==> config.mk <==
export PLATFORM = sky130hd
export DESIGN_NAME = final2_soc_nios2_qsys_0_oci_dct_sequencer
export DESIGN_NICKNAME = d
export VERILOG_FILES = /design/src/rtl/final2_soc_oci_dct_pkg.sv /design/src/rtl/final2_soc_nios2_qsys_0_oci_dct_outreg.sv /design/src/rtl/final2_soc_nios2_qsys_0_oci_dct_sequencer.sv
export SDC_FILE = /design/constraint.sdc
export NUM_CORES = 1
export LEC_CHECK = 0
export BUFFER_PORTS_ARGS = -buffer_cell sky130_fd_sc_hd__buf_4
export CAP_MARGIN = 5
export CELL_PAD_IN_SITES_DETAIL_PLACEMENT = 2
export CELL_PAD_IN_SITES_GLOBAL_PLACEMENT = 2
export CORE_MARGIN = 1.5
export CORE_UTILIZATION = 34
export DETAILED_ROUTE_END_ITERATION = 7
export PLACE_DENSITY_LB_ADDON = 0.05
export SLEW_MARGIN = 40
export SYNTH_ARGS = -nofsm -noshare
export SYNTH_HDL_FRONTEND = slang
export SYNTH_HIERARCHICAL = 1
export SYNTH_SLANG_ARGS = --single-unit
==> constraint.sdc <==
create_clock -name clk -period 4.12 [get_ports clk]
set_input_delay 0.618 -clock clk [delete_from_list [all_inputs] [get_ports clk]]
set_output_delay 0.618 -clock clk [all_outputs]
set_load 0.03 [all_outputs]
==> src/rtl/final2_soc_oci_dct_pkg.sv <==
// Shared constants, state encoding and slot-placement helper for the OCI DCT trace sequencer.
package final2_soc_oci_dct_pkg;

  localparam int ATOM_W = 2;
  localparam int DEPTH  = 15;
  localparam int BUF_W  = ATOM_W * DEPTH;
  localparam int CNT_W  = 4;
  localparam int DROP_W = 8;

  typedef enum logic [1:0] {
    FILL  = 2'd0,
    DRAIN = 2'd1,
    DONE  = 2'd2
  } dct_state_t;

  // Returns a word with only slot 'slot' populated, so callers can OR it into the live buffer.
  function automatic logic [BUF_W-1:0] place_atom(input logic [ATOM_W-1:0] atom,
                                                  input logic [CNT_W-1:0]  slot);
    logic [BUF_W-1:0] word;
    word = '0;
    for (int k = 0; k < DEPTH; k++) begin
      if (slot == CNT_W'(k)) word[k*ATOM_W +: ATOM_W] = atom;
    end
    return word;
  endfunction

endpackage

==> src/rtl/final2_soc_nios2_qsys_0_oci_dct_outreg.sv <==
// Output holding register: loads a packed trace word and holds it until the trace store takes it.
module final2_soc_nios2_qsys_0_oci_dct_outreg
  import final2_soc_oci_dct_pkg::*;
(
  input  logic             clk,
  input  logic             reset,
  input  logic             load,
  input  logic [BUF_W-1:0] load_buffer,
  input  logic [CNT_W-1:0] load_count,
  input  logic             out_ready,
  output logic             out_valid,
  output logic [BUF_W-1:0] out_buffer,
  output logic [CNT_W-1:0] out_count
);

  // A load always wins over a drop, so a consumed word can be replaced in the same cycle.
  always_ff @(posedge clk) begin
    if (reset) begin
      out_valid  <= 1'b0;
      out_buffer <= '0;
      out_count  <= '0;
    end else if (load) begin
      out_valid  <= 1'b1;
      out_buffer <= load_buffer;
      out_count  <= load_count;
    end else if (out_ready) begin
      out_valid  <= 1'b0;
    end
  end

endmodule

==> src/rtl/final2_soc_nios2_qsys_0_oci_dct_sequencer.sv <==
// Packs 2-bit OCI trace atoms into 30-bit words and sequences the end-of-test drain.
//  state | meaning
//  FILL  | packing atoms, words leave when the buffer is full
//  DRAIN | no new atoms; flush partial word, wait for output register to empty
//  DONE  | trace complete, test_has_ended held until reset
module final2_soc_nios2_qsys_0_oci_dct_sequencer
  import final2_soc_oci_dct_pkg::*;
(
  input  logic              clk,
  input  logic              reset,
  input  logic              atom_valid,
  output logic              atom_ready,
  input  logic [ATOM_W-1:0] atom_data,
  input  logic              test_ending,
  output logic              out_valid,
  input  logic              out_ready,
  output logic [BUF_W-1:0]  out_buffer,
  output logic [CNT_W-1:0]  out_count,
  output logic [BUF_W-1:0]  dct_buffer,
  output logic [CNT_W-1:0]  dct_count,
  output logic              test_has_ended,
  output logic [DROP_W-1:0] atom_drop_cnt
);

  dct_state_t state;
  logic       xfer;
  logic       accept;
  logic       buf_full;
  logic       out_free;

  always_comb begin
    buf_full   = (dct_count == CNT_W'(DEPTH));
    out_free   = !out_valid || out_ready;
    xfer       = (buf_full || (state == DRAIN && dct_count != '0)) && out_free;
    // A full buffer still accepts when it is emptying this cycle: zero-bubble streaming.
    atom_ready = (state == FILL) && (!buf_full || xfer);
    accept     = atom_valid && atom_ready;
  end

  always_ff @(posedge clk) begin
    if (reset) begin
      state          <= FILL;
      dct_buffer     <= '0;
      dct_count      <= '0;
      test_has_ended <= 1'b0;
      atom_drop_cnt  <= '0;
    end else begin
      if (xfer) begin
        dct_buffer <= accept ? place_atom(atom_data, '0) : '0;
        dct_count  <= accept ? CNT_W'(1) : '0;
      end else if (accept) begin
        dct_buffer <= dct_buffer | place_atom(atom_data, dct_count);
        dct_count  <= dct_count + CNT_W'(1);
      end

      case (state)
        FILL: begin
          if (test_ending) state <= DRAIN;
        end
        DRAIN: begin
          if (dct_count == '0 && !out_valid) begin
            state          <= DONE;
            test_has_ended <= 1'b1;
          end
        end
        DONE: begin
          test_has_ended <= 1'b1;
        end
        default: state <= FILL;
      endcase

      if (atom_valid && state != FILL && atom_drop_cnt != '1)
        atom_drop_cnt <= atom_drop_cnt + DROP_W'(1);
    end
  end

  final2_soc_nios2_qsys_0_oci_dct_outreg u_outreg (
    .clk         (clk),
    .reset       (reset),
    .load        (xfer),
    .load_buffer (dct_buffer),
    .load_count  (dct_count),
    .out_ready   (out_ready),
    .out_valid   (out_valid),
    .out_buffer  (out_buffer),
    .out_count   (out_count)
  );

endmodule
==> out/qor.log, run 1 <==
INFO  logic_synthesis netlist_top_cells_area=sky130_fd_sc_hd__dfxtp_1 51%, sky130_fd_sc_hd__mux2i_1 12%, sky130_fd_sc_hd__nor2_1 8.7%, sky130_fd_sc_hd__a31oi_1 4.0%, sky130_fd_sc_hd__a21oi_1 3.0%
INFO  sta            worst-slew-pin-transition=0.6870ns
INFO  logic_synthesis ys_ff_latch=80
INFO  pwr            vdd.ir_drop.worst=0.1707mV
INFO  clock_tree     tritoncts=yes
INFO  sta            final_report_max_slew_violation_count=0
INFO  global_routing antenna_violations_before_repair=0
INFO  critical_path  kind_of_start_point_of_the_critical_path=flop
INFO  clock_tree     cts_root_buffer=sky130_fd_sc_hd__clkbuf_8
INFO  min_path       worstHoldPathType=reg2reg
INFO  critical_path  crit_arrival=2.92ns
INFO  global_routing grt_first_pass_wirelength=14,000µm
INFO  pwr            power.static_leakage=1.635nW
INFO  routing        detailed_route_drc_error_count=0
INFO  critical_path  cp_num_buf_inv=1
INFO  critical_path  path_max_fanout=18
INFO  pwr            cellPowerDensity=396.3nW/µm²
INFO  clock_tree     clock_sink_count=80
INFO  sta            max_freq=0.3706GHz
INFO  critical_path  timing.critical_path.cells=ha_1 > and2_1 > o21ai_2 > nor2_4 > buf_4 > mux2i_1 > nor2_1
INFO  logic_synthesis synth_seq_area_share=50.81%
INFO  routing        post_drt_wl_per_cell=16.56µm
INFO  sta            slew_headroom=54.09%
INFO  floorplanning  placement_rows=34
INFO  clock_tree     clkLatencyLatePin=0.36ns
INFO  critical_path  worst_setup_path_end_kind=flop
INFO  floorplanning  boundaryPins=86
INFO  global_routing use_met2=30.19%
INFO  routing        route.detailed.vias_per_inst=5.119
INFO  routing        drt_pass1_iterations=4
INFO  sta            finalSetupTns=0ns
INFO  placed_design  routabilityCongestion=0.8202
INFO  global_routing grt.busiest_layer=met2
INFO  critical_path  rr_endpoint=u_outreg/out_count[3]$_SDFFE_PP0P_
INFO  placed_design  portBuffers=85
INFO  floorplanning  core_area=8848µm²
INFO  final_layout   n_antenna_cell=0
INFO  sta            timing.final.hold_violations=0
INFO  floorplanning  die_y=99.28µm
INFO  floorplanning  die_area=9857µm²
INFO  logic_synthesis synthFlopType=sky130_fd_sc_hd__dfxtp_1
INFO  routing        drtIter0Drc=72
INFO  logic_synthesis synth_cell_types=45
INFO  clock_tree     cts_inserted_buffers=9
INFO  clock_tree     clk_transition_reported_paths=0.09ns
INFO  logic_synthesis postSynth.asyncResetShare=0%
INFO  global_routing via_count_of_the_first_global_routing_pass=2,689
INFO  logic_synthesis synth_area_per_cell=9.788µm²
INFO  clock_tree     clockBufferDepth=2
INFO  final_layout   final_nets=410
INFO  final_layout   drive_gt1_share=27.54%
INFO  final_layout   layout-area-overhead-vs-synth=26.24%
INFO  min_path       min_from=test_has_ended$_SDFFE_PP0P_
INFO  routing        remaining_number_of_nets_flagged_by_the_antenna_check_after_routing=0
INFO  pwr            post-layout-total-power=1.577mW
INFO  routing        drt_wl_total=8462µm
INFO  logic_synthesis synth-warning-count=6
INFO  global_routing track_usage=18.13%
INFO  logic_synthesis yosys.area.top_type=sky130_fd_sc_hd__dfxtp_1
INFO  run            drv.max_cap_violation_count=0
INFO  clock_tree     post_cts.repair.setup_buffers=0
INFO  logic_synthesis netlist_instances=322
INFO  sta            rsz0062_at_grt=false
INFO  global_routing grt_start_max_net_pins=52
INFO  global_routing groute.layer.met3.usage=3.022%
INFO  global_routing grt-ovfl-total=0
INFO  critical_path  crit_path_max_incr_delay=0.58ns
INFO  critical_path  setup.reg_to_reg.worst_slack=1.42ns
INFO  sta            post-route-period-util=65.50%
INFO  placed_design  dpl.hpwl=6054µm
INFO  routing        via_count=2,616
INFO  logic_synthesis synth-edff-count=0
INFO  clock_tree     post_cts_resize_count=0
INFO  min_path       worstHoldEndpoint=test_has_ended$_SDFFE_PP0P_
INFO  sta            clock_skew=0.01527ns
INFO  logic_synthesis netlist.area_leader.share=50.81%
INFO  logic_synthesis post_synth_design_cell_area=3152µm²
INFO  floorplanning  floorplan.initialDensity=35.62%
INFO  clock_tree     cts-htree-levels=3
INFO  floorplanning  die_w=99.28µm
INFO  critical_path  crit_required=4.34ns
INFO  clock_tree     cts_hold_buf=0
INFO  sta            timing.final.crit_period=2.699ns
INFO  run_status     run_status=completed
INFO  global_routing use_met1=23.52%
INFO  min_path       hold-path-cell-count=2
INFO  critical_path  rr_startpoint=dct_count[1]$_SDFFE_PP0P_
INFO  critical_path  critical_path_start_end_classification=reg2reg
INFO  critical_path  path_delay_family=simple AND/OR/NAND/NOR gates
INFO  logic_synthesis postSynthNetCount=334
INFO  critical_path  timing.reg2reg.worst_path_depth=7
INFO  sta            setup_viol=0
INFO  critical_path  slowest_stage=sky130_fd_sc_hd__nor2_4
[stage by stage]
stage               worst slack [ns]  hold slack [ns]  utilization (%)  instance area, µm²  std cells
floorplan                      1.651           0.5277                -                3152        322
global placement               1.482           0.4396            42.66                3775        495
detailed placement             1.398           0.4492            42.66                3775        495
CTS                            1.363           0.4698            44.97                3979        511
global route                   1.144           0.4973            44.97                3979        511
finish                         1.421           0.4694            44.97                3979        511
[worst max-delay path by stage]
| stage | slack [ns] | cells past startpoint | from | to |
|---|---|---|---|---|
| 2_1_floorplan | 1.65 | 4 | dct_count[0]$_SDFFE_PP0P_ | atom_ready |
| 3_3_place_gp | 1.48 | 7 | dct_count[1]$_SDFFE_PP0P_ | u_outreg/out_count[0]$_SDFFE_PP0P_ |
| 3_5_place_dp | 1.40 | 7 | dct_count[1]$_SDFFE_PP0P_ | u_outreg/out_count[3]$_SDFFE_PP0P_ |
| 4_1_cts | 1.36 | 7 | dct_count[1]$_SDFFE_PP0P_ | u_outreg/out_count[3]$_SDFFE_PP0P_ |
| 5_1_grt | 1.14 | 7 | dct_count[0]$_SDFFE_PP0P_ | u_outreg/out_count[3]$_SDFFE_PP0P_ |
| 6_report | 1.42 | 7 | dct_count[1]$_SDFFE_PP0P_ | u_outreg/out_count[3]$_SDFFE_PP0P_ |
[cell type report]
class,instances,area [µm²]
multi-input combinational,213,1359
clock inverter,7,80.08
inverter,7,26.28
sequential,80,1602
tap,108,135.1
fill,997,4870
timing repair buffer,87,653.1
clock buffer,9,123.9
[worst min-delay path: cells and delay by family, from the launching register on]
| family | cells | cell delay (ns) |
|---|---|---|
| buf+inv | 1 | 0.05 |
| flops | 1 | 0.33 |
| compound gates | 1 | 0.05 |
[cell usage after synthesis, drive strengths merged (2+ instances only)]
| library cell | number |
|---|---|
| nor2 | 73 |
| nand2b | 3 |
| nand3 | 3 |
| xor2 | 3 |
| ha | 5 |
| o21a | 2 |
| o21bai | 3 |
| nor3 | 2 |
| and3 | 2 |
| nor2b | 7 |
| inv | 7 |
| mux2i | 37 |
| o21ai | 10 |
| dfxtp | 80 |
| a31oi | 20 |
| nand2 | 2 |
| buf | 15 |
| clkbuf | 7 |
| a21oi | 20 |
| and2 | 4 |
| o211ai | 2 |
[layout by cell type, fill, tap and decap left out, drive strengths merged, types with 4 or more instances in the layout]
cell,n
dfxtp,80
a31oi,20
inv,9
and2,4
o21ai,10
buf,87
ha,5
clkbuf,9
nor2b,7
a21oi,20
mux2i,37
nor2,73
[power by group]
group	switching, mW	internal [mW]	total [mW]	leakage [nW]
Sequential	0.0208	0.787	0.807	0.646
Combinational	0.108	0.0587	0.166	0.888
Clock	0.316	0.287	0.603	0.102
[layer usage]
metal / share of wire (%) / up-vias
met5: 0 / -
met4: 1.7 / 0
met3: 3.2 / 11
met2: 48 / 62
met1: 47 / 1280
li1: - / 1263
[flip-flops by register name, indices dropped and copies added (netlist names)]
| register | flops |
|---|---|
| dct_buffer | 30 |
| u_outreg/out_buffer | 30 |
| atom_drop_cnt | 8 |
| dct_count | 4 |
| u_outreg/out_count | 4 |
| state | 2 |
| test_has_ended | 1 |
| u_outreg/out_valid | 1 |
[cell families after synthesis]
family,count (synthesis),synth area share [%]
buffers and inverters,29,6.312
multiplexers,38,12.11
AND/OR/NAND/NOR,105,15.64
XOR/XNOR,3,0.8338
adder cells (fa/ha/maj),5,1.985
flip-flops,80,50.81
AO/OA/AOI/OAI,62,12.31
(Power assumes the default switching activity.)
==> inputs of run 2 (changes only) <==
--- a/config.mk
+++ b/config.mk
@@ -10,7 +10,7 @@
 export CELL_PAD_IN_SITES_DETAIL_PLACEMENT = 2
 export CELL_PAD_IN_SITES_GLOBAL_PLACEMENT = 2
 export CORE_MARGIN = 1.5
-export CORE_UTILIZATION = 34
+export CORE_UTILIZATION = 31
 export DETAILED_ROUTE_END_ITERATION = 7
 export PLACE_DENSITY_LB_ADDON = 0.05
 export SLEW_MARGIN = 40
==> constraint.sdc (replaced) <==
create_clock -name clk -period 2.6 [get_ports clk]
set_input_delay 0.39 -clock clk [delete_from_list [all_inputs] [get_ports clk]]
set_output_delay 0.39 -clock clk [all_outputs]
set_load 0.03 [all_outputs]
==> run 2 against run 1 <==
  * Wire length is 1.4% higher
  * Hold slack worse by 0.15 ns
  * Total power is 57% higher
  * Critical endpoint is now atom_ready
  * Largest power group unchanged
==> out/qor.log, run 2 (same netlist as run 1, synthesis figures left out) <==
INFO  final_layout   n_antenna_cell=0 [unchanged]
INFO  global_routing grt-ovfl-total=0 [unchanged]
INFO  clock_tree     cts_hold_buf=0 [unchanged]
INFO  routing        via_count=2,612 [-0.15%]
INFO  critical_path  kind_of_start_point_of_the_critical_path=flop
INFO  sta            rsz0062_at_grt=false
INFO  clock_tree     cts-htree-levels=3 [unchanged]
INFO  min_path       hold-path-cell-count=3 [+1]
INFO  critical_path  timing.critical_path.cells=ha_1 > buf_4 > and3_1 > a211oi_1 > buf_4
INFO  clock_tree     tritoncts=yes
INFO  routing        drt_wl_total=8577µm [+1.4%]
INFO  sta            post-route-period-util=87.37%
INFO  final_layout   final_cell_mix=89 x sky130_fd_sc_hd__buf_4, 80 x sky130_fd_sc_hd__dfxtp_1, 72 x sky130_fd_sc_hd__nor2_1
INFO  critical_path  slowest_stage=sky130_fd_sc_hd__dfxtp_1
INFO  pwr            power.static_leakage=1.644nW [+0.54%]
INFO  clock_tree     cts_root_buffer=sky130_fd_sc_hd__clkbuf_8
INFO  critical_path  cp_num_buf_inv=2 [+1]
INFO  min_path       worstHoldPathType=in2reg
INFO  pwr            comb_power_share=10.8% [+0.3 points]
INFO  routing        drt_pass1_iterations=4 [unchanged]
INFO  critical_path  path_max_fanout=10 [-8]
INFO  pwr            internal-power=1.790mW [+58%]
INFO  placed_design  dpl.hpwl=6159µm [+1.7%]
INFO  floorplanning  die_y=103.8µm [+4.6%]
INFO  final_layout   drive_gt1_share=27.83% [+0.29 points]
INFO  critical_path  rr_startpoint=dct_count[0]$_SDFFE_PP0P_
INFO  routing        post_drt_wl_per_cell=15.91µm [-3.9%]
INFO  critical_path  worst-path-stages=5 [-2]
INFO  routing        drtIter0Drc=55 [-24%]
INFO  clock_tree     post_cts.repair.setup_buffers=0 [unchanged]
INFO  clock_tree     clock_sink_count=80 [unchanged]
INFO  final_layout   layout.cells.most_common=sky130_fd_sc_hd__buf_4
INFO  sta            clock_skew=0.01599ns [+0.0007159 ns]
INFO  clock_tree     cts_inserted_buffers=9 [unchanged]
INFO  floorplanning  placement_rows=36 [+5.9%]
INFO  final_layout   largestRegisters=dct_buffer (30), u_outreg/out_buffer (30), atom_drop_cnt (8)
INFO  global_routing via_count_of_the_first_global_routing_pass=2,687 [-0.074%]
INFO  pwr            net-switching-power=682.2µW [+54%]
INFO  routing        detailed_route_drc_error_count=0 [unchanged]
INFO  run_status     run_status=completed
INFO  floorplanning  die_area=10,780µm² [+9.4%]
INFO  critical_path  crit_required=2.21ns [-2.13 ns]
INFO  min_path       min_from=test_ending
INFO  final_layout   final_core_util=41.11% [-3.9 points]
INFO  sta            finalSetupTns=0ns [unchanged]
INFO  clock_tree     clkLatencyLatePin=0.35ns [about the same]
INFO  pwr            vdd.ir_drop.worst=0.2074mV [+22%]
INFO  critical_path  crit_path_max_incr_delay=0.38ns [-0.20 ns]
INFO  global_routing grt_start_max_net_pins=36 [-31%]
INFO  routing        route.detailed.vias_per_inst=4.846 [-5.3%]
INFO  final_layout   layout-area-overhead-vs-synth=28.07%
INFO  floorplanning  floorplan.initialDensity=32.10% [-3.5 points]
INFO  pwr            power_switching_share=27.60% [-0.57 points]
INFO  sta            slew_headroom=63.54% [+9.4 points]
INFO  sta            worst-slew-pin-transition=0.5428ns [-0.1442 ns]
INFO  sta            timing.final.crit_period=2.272ns
INFO  critical_path  worst_setup_path_end_kind=output port
INFO  clock_tree     post_cts_resize_count=0 [unchanged]
INFO  floorplanning  core_area=9819µm² [+11%]
INFO  global_routing grt_first_pass_wirelength=14,240µm [+1.7%]
INFO  floorplanning  die_w=103.8µm [+4.6%]
INFO  pwr            pwr-share-clk=37.5% [-0.8 points]
INFO  placed_design  portBuffers=85 [unchanged]
INFO  clock_tree     clockBufferDepth=2 [unchanged]
INFO  global_routing antenna_violations_before_repair=0 [unchanged]
INFO  routing        remaining_number_of_nets_flagged_by_the_antenna_check_after_routing=0 [unchanged]
INFO  pwr            cellPowerDensity=612.4nW/µm² [+55%]
INFO  sta            worst_hold_slack_after_final_layout=0.3151ns [-0.1543 ns]
INFO  clock_tree     clk_transition_reported_paths=0.09ns [about the same]
INFO  sta            setup_viol=0 [unchanged]
INFO  pwr            post-layout-total-power=2.472mW [+57%]
INFO  critical_path  path_delay_family=buffers and inverters
INFO  critical_path  critical_path.startpoint=dct_count[1]$_SDFFE_PP0P_
INFO  sta            timing.final.hold_violations=0 [unchanged]
INFO  sta            max_freq=0.4402GHz
INFO  final_layout   final_nets=413 [+0.73%]
INFO  critical_path  crit_arrival=1.88ns [-1.04 ns]
INFO  floorplanning  boundaryPins=86 [unchanged]
INFO  run            drv.max_cap_violation_count=0 [unchanged]
INFO  critical_path  timing.reg2reg.worst_path_depth=7 [unchanged]
INFO  sta            final_report_max_slew_violation_count=0 [unchanged]
INFO  critical_path  path_common_cell=sky130_fd_sc_hd__buf_4
INFO  placed_design  routabilityCongestion=0.7545 [-8.0%]
INFO  critical_path  critical_path_start_end_classification=reg2out
INFO  global_routing track_usage=16.50% [-1.6 points]
INFO  pwr            pwr-share-seq=51.8% [+0.6 points]
-- run 2: changes by cell type in the layout (fill, tap and decap cells not counted), sizes merged --
cell / delta
buf: +3
clkbuf: +1
clkinv: -1
clkinvlp: +1
inv: -1
-- run 2: worst paths after layout --
kind              slack [ns]                           to
setup reg to reg        0.53  dct_buffer[22]$_SDFFE_PP0P_
hold reg to reg         0.49  test_has_ended$_SDFFE_PP0P_
hold / removal          0.32        state[0]$_SDFFE_PP0P_
setup / recovery        0.33                   atom_ready
-- run 2: metrics by stage --
| stage | instances | setup slack, ns | instance area, µm² |
|---|---|---|---|
| 2_1_floorplan | 322 | 0.3592 | 3152 |
| 3_3_place_gp | 523 | 0.6329 | 3841 |
| 3_5_place_dp | 523 | 0.4791 | 3841 |
| 4_1_cts | 539 | 0.2637 | 4036 |
| 5_1_grt | 539 | 0.2108 | 4036 |
| 6_report | 539 | 0.3283 | 4036 |
-- run 2: per-layer routing --
metal  wire length [µm]  GRT usage, %  part of all wire, %
met5                  0             0                    0
met4                116         5.952                  1.4
met3                246         3.084                  2.9
met2               4319         29.09                   50
met1               3895         19.95                   45
-- run 2: tightest hold or removal path, cell delays in order --
cell and delay, ns:
sky130_fd_sc_hd__buf_4 0.12, sky130_fd_sc_hd__nor2_1 0.08, sky130_fd_sc_hd__nor4_1 0.05
-- run 2: area by class of cell --
type                    count  area [µm²]
clock buffers              10       127.6
clock inverters             6       67.56
fillers                  1118        5783
inverters                   7       26.28
multi-input cells         213        1359
flip-flops and latches     80        1602
well taps                 133       166.4
repair buffers             90       688.2
-- run 2: power groups by stage --
stage	Clock (mW)	Combinational (mW)	Sequential (mW)
final	0.926	0.267	1.28
after global routing	1.01	0.293	1.29
after CTS	0.966	0.274	1.28
after detailed placement	0	0.273	1.31
after global placement	0	0.268	1.31
after floorplan	0	0.169	1.33
==> inputs of run 3 (changes only) <==
--- a/config.mk
+++ b/config.mk
@@ -10,7 +10,7 @@
 export CELL_PAD_IN_SITES_DETAIL_PLACEMENT = 2
 export CELL_PAD_IN_SITES_GLOBAL_PLACEMENT = 2
 export CORE_MARGIN = 1.5
-export CORE_UTILIZATION = 31
+export CORE_UTILIZATION = 23
 export DETAILED_ROUTE_END_ITERATION = 7
 export PLACE_DENSITY_LB_ADDON = 0.05
 export SLEW_MARGIN = 40
==> run 3 against run 2 <==
  * First-iteration DRC count grew 49%
  * Sequential cell count stayed put
  * Critical path type unchanged
  * Largest cell class unchanged
  * Via count fell by 0.88%
  * Sequential power barely moved
  * Clock power up 49%
  * Utilization is 9.5 points lower
==> out/qor.log, run 3 (same netlist as run 1, synthesis figures left out) <==
INFO  routing        drt_pass1_iterations=4 [unchanged]
INFO  placed_design  placement.cell_area=3875µm² [+0.88%]
INFO  sta            worst-slew-pin-transition=0.5692ns [+0.02636 ns]
INFO  routing        post_drt_wl_per_cell=15.79µm [-0.77%]
INFO  clock_tree     cts_root_buffer=sky130_fd_sc_hd__clkbuf_16
INFO  final_layout   multiInputGateArea=1359µm² [unchanged]
INFO  floorplanning  die_w=120.1µm [+16%]
INFO  min_path       worstHoldPathType=in2reg
INFO  critical_path  crit_arrival=1.91ns [+0.03 ns]
INFO  clock_tree     tritoncts=yes
INFO  sta            post-route-period-util=88.63% [+1.3 points]
INFO  final_layout   seqCellArea=1602µm² [unchanged]
INFO  critical_path  worst_setup_path_end_kind=output port
INFO  run            drv.max_cap_violation_count=0 [unchanged]
INFO  routing        via_count=2,589 [-0.88%]
INFO  sta            finalWorstSetupSlack=0.2955ns [-0.03274 ns]
INFO  floorplanning  core_area=13,300µm² [+35%]
INFO  final_layout   largestRegisters=dct_buffer (30), u_outreg/out_buffer (30), atom_drop_cnt (8)
INFO  pwr            vdd.ir_drop.worst=0.2176mV [+4.9%]
INFO  final_layout   layout-area-overhead-vs-synth=33.15%
INFO  critical_path  kind_of_start_point_of_the_critical_path=flop
INFO  placed_design  dpl.hpwl=6504µm [+5.6%]
INFO  routing        route.detailed.vias_per_inst=4.464 [-7.9%]
INFO  routing        routed-wl-met2=4314µm [-0.12%]
INFO  floorplanning  die_area=14,410µm² [+34%]
INFO  routing        remaining_number_of_nets_flagged_by_the_antenna_check_after_routing=0 [unchanged]
INFO  global_routing via_count_of_the_first_global_routing_pass=2,763 [+2.8%]
INFO  clock_tree     cts-htree-levels=3 [unchanged]
INFO  clock_tree     cts_inserted_buffers=9 [unchanged]
INFO  floorplanning  floorplan.initialDensity=23.71% [-8.4 points]
INFO  global_routing grt_first_pass_wirelength=14,850µm [+4.3%]
INFO  routing        detailed_route_drc_error_count=0 [unchanged]
INFO  placed_design  placement.setup.worst_slack=0.4565ns [-0.02264 ns]
INFO  run_status     run_status=completed
INFO  clock_tree     clkLatencyLatePin=0.34ns [about the same]
INFO  final_layout   final_cell_mix=89 x sky130_fd_sc_hd__buf_4, 80 x sky130_fd_sc_hd__dfxtp_1, 72 x sky130_fd_sc_hd__nor2_1
INFO  critical_path  critical_path_start_end_classification=reg2out
INFO  sta            worst_hold_slack_after_final_layout=0.3360ns [+0.02091 ns]
INFO  routing        drt_wl_total=9158µm [+6.8%]
INFO  sta            clock_skew=0.004310ns [-0.01168 ns]
INFO  global_routing grt_start_max_net_pins=32 [-11%]
INFO  sta            rsz0062_at_grt=false
INFO  sta            max_freq=0.4339GHz [-1.4%]
INFO  final_layout   n_antenna_cell=0 [unchanged]
INFO  placed_design  portBuffers=85 [unchanged]
INFO  sta            slew_headroom=62.06% [-1.5 points]
INFO  clock_tree     post_cts.repair.setup_buffers=0 [unchanged]
INFO  routing        drtIter0Drc=82 [+49%]
INFO  critical_path  path_max_fanout=11 [+1]
INFO  pwr            power.static_leakage=1.702nW [+3.5%]
INFO  floorplanning  placement_rows=42 [+17%]
INFO  sta            timing.final.hold_violations=0 [unchanged]
INFO  final_layout   final_nets=412 [-0.24%]
INFO  final_layout   fillers=1,471 [+32%]
INFO  clock_tree     clock_sink_count=80 [unchanged]
INFO  placed_design  routabilityCongestion=0.6739 [-11%]
INFO  floorplanning  die_y=120.1µm [+16%]
INFO  global_routing antenna_violations_before_repair=0 [unchanged]
INFO  critical_path  slowest_stage=sky130_fd_sc_hd__dfxtp_1
INFO  critical_path  crit_path_max_incr_delay=0.38ns [about the same]
INFO  final_layout   drive_gt1_share=27.48% [-0.36 points]
INFO  sta            setup_viol=0 [unchanged]
INFO  routing        top_layer=met4
INFO  pwr            cellPowerDensity=698.6nW/µm² [+14%]
INFO  sta            timing.final.crit_period=2.304ns [+0.03274 ns]
INFO  sta            final_report_max_slew_violation_count=0 [unchanged]
INFO  routing        met3WireLength=355µm [+44%]
INFO  critical_path  crit_required=2.21ns [about the same]
INFO  clock_tree     cts_hold_buf=0 [unchanged]
INFO  final_layout   layout.cells.most_common=sky130_fd_sc_hd__buf_4
INFO  floorplanning  boundaryPins=86 [unchanged]
INFO  clock_tree     clockBufferDepth=2 [unchanged]
INFO  clock_tree     clk_transition_reported_paths=0.06ns [-0.03 ns]
INFO  routing        route.layer.met1.wl=4301µm [+10%]
INFO  global_routing track_usage=13.37% [-3.1 points]
INFO  critical_path  timing.critical_path.cells=ha_1 > and3_1 > a211oi_1 > buf_4
INFO  clock_tree     post_cts_resize_count=0 [unchanged]
INFO  final_layout   design_area=4197µm² [+4.0%]
INFO  sta            finalSetupTns=0ns [unchanged]
INFO  global_routing grt-ovfl-total=0 [unchanged]
==> run 3: changes by cell type in the layout (fill, tap and decap cells not counted) <==
| cell | change |
|---|---|
| sky130_fd_sc_hd__clkinv_4 | -1 |
| sky130_fd_sc_hd__bufinv_16 | +1 |
| sky130_fd_sc_hd__inv_6 | -1 |
| sky130_fd_sc_hd__clkbuf_8 | -7 |
| sky130_fd_sc_hd__buf_12 | -1 |
| sky130_fd_sc_hd__clkinvlp_4 | -2 |
| sky130_fd_sc_hd__clkbuf_16 | +9 |
==> run 3: power breakdown <==
group | switching, mW | total [mW] | internal (mW)
logic | 0.172 | 0.267 | 0.0943
registers | 0.0339 | 1.28 | 1.25
clock network | 0.496 | 1.38 | 0.887
==> run 3: area by class of cell <==
| cell class | instances | area share (%) |
|---|---|---|
| Clock buffer | 12 | 6.112 |
| Clock inverter | 3 | 1.550 |
| Inverter | 7 | 0.6261 |
| Multi-Input combinational cell | 213 | 32.38 |
| Sequential cell | 80 | 38.16 |
| Tap cell | 176 | 5.247 |
| Timing Repair Buffer | 89 | 15.92 |
==> run 3: worst paths after layout <==
kind / endpoint / cells past startpoint / startpoint / slack [ns]
max: atom_ready / 4 / dct_count[0]$_SDFFE_PP0P_ / 0.30
max reg2reg: u_outreg/out_buffer[13]$_SDFFE_PP0P_ / 7 / dct_count[0]$_SDFFE_PP0P_ / 0.48
min: state[0]$_SDFFE_PP0P_ / 3 / test_ending / 0.34
min reg2reg: test_has_ended$_SDFFE_PP0P_ / 2 / test_has_ended$_SDFFE_PP0P_ / 0.45
==> run 3: critical path, delay by kind of cell (launching register included) <==
| family | cells | cell delay (ns) |
|---|---|---|
| buffers and inverters | 1 | 0.22 |
| AOI/OAI and AO/OA | 1 | 0.32 |
| adders and majority gates | 1 | 0.37 |
| and+or+nand+nor | 1 | 0.28 |
| DFF | 1 | 0.38 |
==> run 3: metrics by stage <==
step | total power [mW] | utilization (%) | std cells
after floorplan | 1.495 | - | 322
after global placement | 1.582 | 29.15 | 565
after detailed placement | 1.584 | 29.15 | 565
after CTS | 2.997 | 31.56 | 580
after global routing | 3.061 | 31.56 | 580
final | 2.932 | 31.56 | 580
==> run 3: routing by layer <==
metal,vias up,global-route usage (%)
li1,1267,-
met3,12,2.709
met4,0,6.473
met5,-,0
met2,52,21.64
met1,1258,16.95
